## src/rtl/mem_bus_arbiter.sv

```systemverilog
// Arbiter/sequencer sharing one Wishbone-classic bus between instruction fetch
// and the data port, with a per-cycle watchdog and a fetch starvation bound.
module mem_bus_arbiter #(
  parameter int unsigned TIMEOUT      = 16,
  parameter int unsigned STARVE_LIMIT = 4
) (
  input  logic        clk,
  input  logic        rst,
  input  logic        if_ce_i,
  input  logic [31:0] if_addr_i,
  output logic [31:0] if_data_o,
  output logic        if_ready_o,
  input  logic        d_ce_i,
  input  logic        d_we_i,
  input  logic [31:0] d_addr_i,
  input  logic [3:0]  d_sel_i,
  input  logic [31:0] d_wdata_i,
  output logic [31:0] d_rdata_o,
  output logic        d_ready_o,
  output logic        bus_cyc_o,
  output logic        bus_stb_o,
  output logic        bus_we_o,
  output logic [31:0] bus_addr_o,
  output logic [3:0]  bus_sel_o,
  output logic [31:0] bus_wdata_o,
  input  logic [31:0] bus_rdata_i,
  input  logic        bus_ack_i,
  output logic        err_o,
  output logic        stallreq_o
);

  typedef enum logic [1:0] {IDLE, IBUS, DBUS, DONE} state_e;

  state_e      state_q, state_d;
  logic [3:0]  starve_cnt_q, starve_cnt_d;
  logic [7:0]  wd_cnt_q, wd_cnt_d;
  logic        bus_cyc_q, bus_cyc_d;
  logic        bus_we_q, bus_we_d;
  logic [31:0] bus_addr_q, bus_addr_d;
  logic [3:0]  bus_sel_q, bus_sel_d;
  logic [31:0] bus_wdata_q, bus_wdata_d;
  logic [31:0] if_data_q, if_data_d;
  logic [31:0] d_rdata_q, d_rdata_d;
  logic        if_ready_q, if_ready_d;
  logic        d_ready_q, d_ready_d;
  logic        err_q, err_d;

  logic fetch_starved;
  logic is_data;

  assign fetch_starved = if_ce_i && (starve_cnt_q >= 4'(STARVE_LIMIT));
  assign is_data       = (state_q == DBUS);

  always_comb begin
    // NOTE: every signal gets a default before the case so no latch is inferred.
    state_d      = state_q;
    starve_cnt_d = starve_cnt_q;
    wd_cnt_d     = wd_cnt_q;
    bus_cyc_d    = bus_cyc_q;
    bus_we_d     = bus_we_q;
    bus_addr_d   = bus_addr_q;
    bus_sel_d    = bus_sel_q;
    bus_wdata_d  = bus_wdata_q;
    if_data_d    = if_data_q;
    d_rdata_d    = d_rdata_q;
    if_ready_d   = 1'b0;
    d_ready_d    = 1'b0;
    err_d        = 1'b0;

    unique case (state_q)
      IDLE: begin
        if (d_ce_i && !fetch_starved) begin
          state_d     = DBUS;
          bus_cyc_d   = 1'b1;
          bus_we_d    = d_we_i;
          bus_addr_d  = d_addr_i;
          bus_sel_d   = d_sel_i;
          bus_wdata_d = d_wdata_i;
          wd_cnt_d    = '0;
          if (if_ce_i && (starve_cnt_q != 4'hF)) starve_cnt_d = starve_cnt_q + 4'd1;
        end else if (if_ce_i) begin
          state_d      = IBUS;
          bus_cyc_d    = 1'b1;
          bus_we_d     = 1'b0;
          bus_addr_d   = if_addr_i;
          bus_sel_d    = 4'b1111;
          bus_wdata_d  = '0;
          wd_cnt_d     = '0;
          starve_cnt_d = '0;
        end
      end
      IBUS, DBUS: begin
        // Ack is tested first so an ack on the last watchdog cycle still completes.
        if (bus_ack_i) begin
          state_d   = DONE;
          bus_cyc_d = 1'b0;
          if (!bus_we_q) begin
            if (is_data) d_rdata_d = bus_rdata_i;
            else         if_data_d = bus_rdata_i;
          end
          if (is_data) d_ready_d  = 1'b1;
          else         if_ready_d = 1'b1;
        end else if (wd_cnt_q == 8'(TIMEOUT - 1)) begin
          state_d   = DONE;
          bus_cyc_d = 1'b0;
          err_d     = 1'b1;
          if (is_data) begin
            d_rdata_d = '0;
            d_ready_d = 1'b1;
          end else begin
            if_data_d  = '0;
            if_ready_d = 1'b1;
          end
        end else begin
          wd_cnt_d = wd_cnt_q + 8'd1;
        end
      end
      DONE: state_d = IDLE;
      default: state_d = IDLE;
    endcase
  end

  // NOTE: state registers use non-blocking assignments; reset clears everything.
  always_ff @(posedge clk or negedge rst) begin
    if (!rst) begin
      state_q      <= IDLE;
      starve_cnt_q <= '0;
      wd_cnt_q     <= '0;
      bus_cyc_q    <= 1'b0;
      bus_we_q     <= 1'b0;
      bus_addr_q   <= '0;
      bus_sel_q    <= '0;
      bus_wdata_q  <= '0;
      if_data_q    <= '0;
      d_rdata_q    <= '0;
      if_ready_q   <= 1'b0;
      d_ready_q    <= 1'b0;
      err_q        <= 1'b0;
    end else begin
      state_q      <= state_d;
      starve_cnt_q <= starve_cnt_d;
      wd_cnt_q     <= wd_cnt_d;
      bus_cyc_q    <= bus_cyc_d;
      bus_we_q     <= bus_we_d;
      bus_addr_q   <= bus_addr_d;
      bus_sel_q    <= bus_sel_d;
      bus_wdata_q  <= bus_wdata_d;
      if_data_q    <= if_data_d;
      d_rdata_q    <= d_rdata_d;
      if_ready_q   <= if_ready_d;
      d_ready_q    <= d_ready_d;
      err_q        <= err_d;
    end
  end

  assign bus_cyc_o   = bus_cyc_q;
  assign bus_stb_o   = bus_cyc_q;
  assign bus_we_o    = bus_we_q;
  assign bus_addr_o  = bus_addr_q;
  assign bus_sel_o   = bus_sel_q;
  assign bus_wdata_o = bus_wdata_q;
  assign if_data_o   = if_data_q;
  assign d_rdata_o   = d_rdata_q;
  assign if_ready_o  = if_ready_q;
  assign d_ready_o   = d_ready_q;
  assign err_o       = err_q;
  assign stallreq_o  = (d_ce_i & ~d_ready_q) | (if_ce_i & ~if_ready_q);

endmodule

```

## config.mk

```make
export PLATFORM = sky130hd
export DESIGN_NAME = mem_bus_arbiter
export DESIGN_NICKNAME = d
export VERILOG_FILES = /design/src/rtl/mem_bus_arbiter.sv
export SDC_FILE = /design/constraint.sdc
export NUM_CORES = 1
export LEC_CHECK = 0
export CAP_MARGIN = 20
export CORE_MARGIN = 5
export CORE_UTILIZATION = 40
export CTS_BUF_LIST = sky130_fd_sc_hd__clkbuf_2
export DETAILED_ROUTE_END_ITERATION = 10
export PLACE_DENSITY = 0.84
export RECOVER_POWER = 100
export SYNTH_ARGS = -nofsm -noshare
export SYNTH_HDL_FRONTEND = slang
export SYNTH_SLANG_ARGS = --single-unit
```

## constraint.sdc

```tcl
create_clock -name clk -period 1.9 [get_ports clk]
set_clock_uncertainty 0.05 [all_clocks]
set_input_delay 0.19 -clock clk [delete_from_list [all_inputs] [get_ports clk]]
set_output_delay 0.19 -clock clk [all_outputs]
set_load 0.005 [all_outputs]
```

* After elaboration in Yosys (flattened, before gate mapping) *
Index checks and enable logic that the tools add are counted.

storage, ports and cells
  register bits = 151
  input bits = 138
  output and inout bits = 139

cells by class
  $add $sub $neg = 2
  order comparisons = 1
  equality and inequality tests = 11
  muxes and demuxes = 47
  bitwise operators = 6
  reductions and logical operators = 16

operator list
  kind                                                                    number
  32-bit 2-to-1 mux                                                       14
  8-bit 2-to-1 mux                                                        4
  4-bit 2-to-1 mux                                                        5
  1-bit 2-to-1 mux                                                        17
  8-bit case mux with 2 select lines                                      1
  4-bit AND reduction                                                     3
  8-bit by 1-bit adder with 8-bit output (second input constant)          1
  8-bit by 4-bit equality test with 1-bit output (second input constant)  1
  2-bit 2-to-1 mux                                                        4
  2-bit inequality test (second input constant)                           3
  3-bit inequality test (second input constant)                           2
  2-bit case mux with 3 select lines                                      1
  3-bit AND reduction                                                     2
  2-bit nonzero test                                                      3
  4-bit by 1-bit adder with 4-bit output (second input constant)          1
  2-bit equality test (second input constant)                             2
  4-bit by 3-bit >= comparator with 1-bit output (second input constant)  1
  4-bit inequality test (second input constant)                           1
  2-bit AND reduction                                                     2
  1-bit logical AND                                                       3
  1-bit inverter                                                          3
  1-bit bitwise AND                                                       2
  2-bit by 1-bit equality test with 1-bit output (second input constant)  1
  2-bit logical NOT                                                       1
  other kinds (5)                                                         5

* Logic depth before layout (Yosys ltp) *
  word-level depth = 6
  gate-level depth with buffers = 7
  mapped depth without buffers = 6

* Worst setup path after synthesis *
No wires, ideal clock.

  path kind = register -> register
  from = register state_q[0]
  to = register wd_cnt_q[7]
  library setup time = 0.077 ns
  arrival time = 1.720 ns
  path slack = 0.052 ns
  stages on the path, launching flop included = 7
  path buffers = 0
  period minus slack after synthesis = 1.848 ns
  cells stage by stage = dfrtp_1 inv_1 ha_1 nor3b_1 a211o_1 or4_1 a21oi_1

on the way
  word-level cells in the longest chain between the ends = 4
  elaborated cells on any way between the ends = 10
  those cells by class = 5 x eq/ne; 1 x mux; 4 x reduce/logical

RTL lines
  item                                                                                          RTL line  source
  from (decl)                                                                                   34        state_e state_q, state_d;
  from (signal assigned)                                                                        140       state_q <= state_d;
  2-bit equality test / 2-bit by 1-bit equality test with 1-bit output (equally long branches)  70        unique case (state_q)
  2-bit OR reduction                                                                            70
  2-bit inequality test (no source line) / 2-bit nonzero test (equally long branches)           --
  4-bit AND reduction (no source line)                                                          --
  to (signal assigned)                                                                          142       wd_cnt_q <= wd_cnt_d;
  to (decl)                                                                                     36        logic [7:0] wd_cnt_q, wd_cnt_d;

Several ways; a longest one is shown, not always the timed one.
A chain may end at the register's enable or synchronous reset.

* Final worst setup path *
  from = register wd_cnt_q[5]
  to = register state_q[0]

on the way
  word-level cells in the longest chain between the ends = 3

RTL lines
  item                                            RTL line  source
  8-bit by 4-bit equality test with 1-bit output  103       end else if (wd_cnt_q == 8'(TIMEOUT - 1)) begin
  3-bit inequality test (no source line)          --
  2-bit AND reduction (no source line)            --

Every way passes these cells.

==> metrics.cfg <==
[flow_run]
drv_cap = 0

[clocking]
clkSinkCount = 151
cts_tree = yes
cts.clk_slew.worst_paths_ns = 0.27
worstSkewPairLatency_ns = 0.69
clock_path_buffers = 2
root_buffer = clkbuf_2
cts_max_level = 4
numCtsBuffers = 17

[synthesis]
ys_async_sr_fraction_pct = 100
yosysMostFrequentCell = dfrtp_1
syn_area_mm2 = 0.00675
synth.net_count = 799
synth.top_cells.by_count = dfrtp_1 (151), nand2_1 (139), a22o_1 (128)
synth_ff_type = dfrtp_1
synthCells = 656
synth.avg_cell_area_um2 = 10.3
yosys.cell_types.count = 45
synth_edf_count = 0
yosysTopAreaCell = dfrtp_1
synthTopCellsByArea = dfrtp_1 (56%), a22o_1 (17%), nand2_1 (7.7%)
seq_area_frac_synth_pct = 56.0
ys_ff_latch = 151
yosys_warnings = 0
synth_top_area_share_pct = 56.0

[timing]
period_needed_ns = 1.91
setup_slack_ns = -0.00738
max-slew-margin-rel_pct = 44.9
slew_viol_final = 0
post-route-period-util_pct = 100
rsz0062_at_grt = yes
timing.fmax_ghz = 0.524
setup_viol = 1
tightest_slew_ns = 0.826
hold_viol = 0
hold_ws_ns = 0.166
tns_ns = -0.00738

[finish]
num-fill-cells = 1088
nets = 1268
area_growth_pct = 74.1
drive_gt1_share_pct = 15.6
fin_util_pct = 70.9

[critical_path]
crit_family = simple AND/OR/NAND/NOR gates
cp-start-kind = register
path_max_fanout = 5
critPathCaptureType = register
rr_startpoint = wd_cnt_q[5]$_DFFE_PN0P_
crit_slowest_cell = or4_4
crit_path_max_incr_delay_ns = 0.58
crit_buf_inv = 1
cp_data_arrival_time_ns = 2.47
required_ns = 2.46
path_cells = or4_4 -> nor2_8 -> buf_4 -> o21bai_2 -> mux2_1
crit_type = register to register
crit_start = wd_cnt_q[5]$_DFFE_PN0P_

[pwr]
vdd.ir_drop.worst_mv = 0.779
leakagePower_nw = 5.56
power_density_mw_per_mm2 = 1430
total_power_mw = 16.8

[place]
hpwl_um = 14800
globalplace.congestion = 0.787
port_buffers = 276

[global_routing]
antenna_found_initial = 2
grt_pass1_wl_um = 42900
grt_max_degree = 62
track_usage_pct = 27.2
first_global_vias = 8085
globalRouteOverflowTotal = 0

[route]
via_per_inst = 5.54
routed-via-count = 7545
dr.pass1.iters = 5
drc_errors = 0
post_drt_wl_per_cell_um = 20.2
drt_wl_total_um = 27500
route.antenna.remaining_nets = 0
drtIter0Drc = 457

[floorplanning]
dieHeight_um = 140
io_pins = 277
num_rows = 47
dieArea_mm2 = 0.0196
die_width_um = 140
core_mm2 = 0.0166
start_util_pct = 40.7

[hold_path]
hold_start = bus_rdata_i[20]
min_path_type = input port to register

[run_status]
violations = negative setup slack
status = complete, but fails checks

## power by group
part           internal (mW)  switching (mW)  total, mW
sequential              4.64           0.858       5.50
combinational           5.17            4.34       9.51
clock                  0.420            1.36       1.78
total                   10.2            6.55       16.8
## cell families (layout without fill, tap and decap cells)
logic type      Yosys count  after routing  share of synthesized area (%)
compound gates          222            224                           25.2
simple gates            208            208                           12.7
buf+inv                  65            545                           4.47
fa+ha+maj                 5              5                          0.926
other cells               0              3                              0
xor+xnor                  1              1                          0.130
flops                   151            151                           56.0
mux                       4              4                          0.611
## cells in the final DEF, fill, tap and decap left out, types with 4 or more instances in the layout
cell,n
buf_12,8
o21ai_0,29
a21oi_1,6
clkbuf_1,5
o21ai_1,10
nor2_1,45
nand2_1,138
inv_6,6
clkdlybuf4s50_1,135
a22o_1,128
dlygate4sd2_1,131
inv_1,6
dfrtp_1,150
a31oi_1,32
dlymetal6s2s_1,5
inv_8,4
dlygate4sd3_1,104
clkbuf_2,22
buf_4,107
## worst register-to-register path: cells and delay by family, from the launching register on
kind | cells | cell delay [ns]
AOI/OAI and AO/OA | 1 | 0.08
and+or+nand+nor | 2 | 0.79
buffers and inverters | 1 | 0.16
muxes | 1 | 0.31
DFF | 1 | 0.44
## stage by stage
step / cells / setup slack (ns) / cell area [um^2]
2_1_floorplan: 656 / 0.0523 / 6750
3_3_place_gp: 1128 / -0.0392 / 9920
3_5_place_dp: 1128 / -0.126 / 9920
4_1_cts: 1349 / -0.000355 / 11700
5_1_grt: 1360 / -0.0392 / 11800
6_report: 1361 / -0.00738 / 11800
## cell type report
| class | count | area [um^2] | share of cell area [%] |
|---|---|---|---|
| timing repair buffer | 505 | 4660 | 39.6 |
| sequential | 151 | 3780 | 32.2 |
| multi-input combinational | 442 | 2790 | 23.7 |
| tap | 220 | 275 | 2.34 |
| clock inverter | 14 | 131 | 1.12 |
| clock buffer | 18 | 90.1 | 0.766 |
| inverter | 8 | 30.0 | 0.255 |
| antenna | 3 | 7.51 | 0.0639 |
## registers in the layout (all words and copies together) (netlist names), 2 cells and up
signal	flops
bus_addr_o	32
bus_sel_o	4
bus_wdata_o	32
d_rdata_o	32
if_data_o	32
starve_cnt_q	4
state_q	2
wd_cnt_q	8
## timing repair
| item | in CTS | in global routing |
|---|---|---|
| hold buffers | 105 | 0 |
| setup buffers | 82 | 9 |
| resized for setup | 141 | 17 |
| gates cloned | 2 | 0 |
| pin swaps | 3 | 19 |
| setup endpoints to repair | 205 | 54 |
| hold endpoints to repair | 225 | 0 |
## worst paths after layout
| kind | endpoint | slack, ns | cells past startpoint |
|---|---|---|---|
| max in group asynchronous | d_rdata_o[10]$_DFFE_PN0P_ | 0.38 | 4 |
| max | state_q[0]$_DFFE_PN0P_ | -0.007 | 5 |
| min reg2reg | bus_wdata_o[21]$_DFFE_PN0P_ | 0.47 | 2 |
| max reg2reg | state_q[0]$_DFFE_PN0P_ | -0.007 | 5 |
| min | if_data_o[20]$_DFFE_PN0P_ | 0.17 | 3 |
| min in group asynchronous | if_data_o[23]$_DFFE_PN0P_ | 0.89 | 4 |
## metal layers
metal  share of wire, %  routed length, um  GRT usage [%]
met5                  0                  0              0
met4                3.7               1010           12.1
met3                8.6               2370           7.63
met2                 51              13900           47.4
met1                 37              10200           31.3
(Power assumes the default switching activity.)
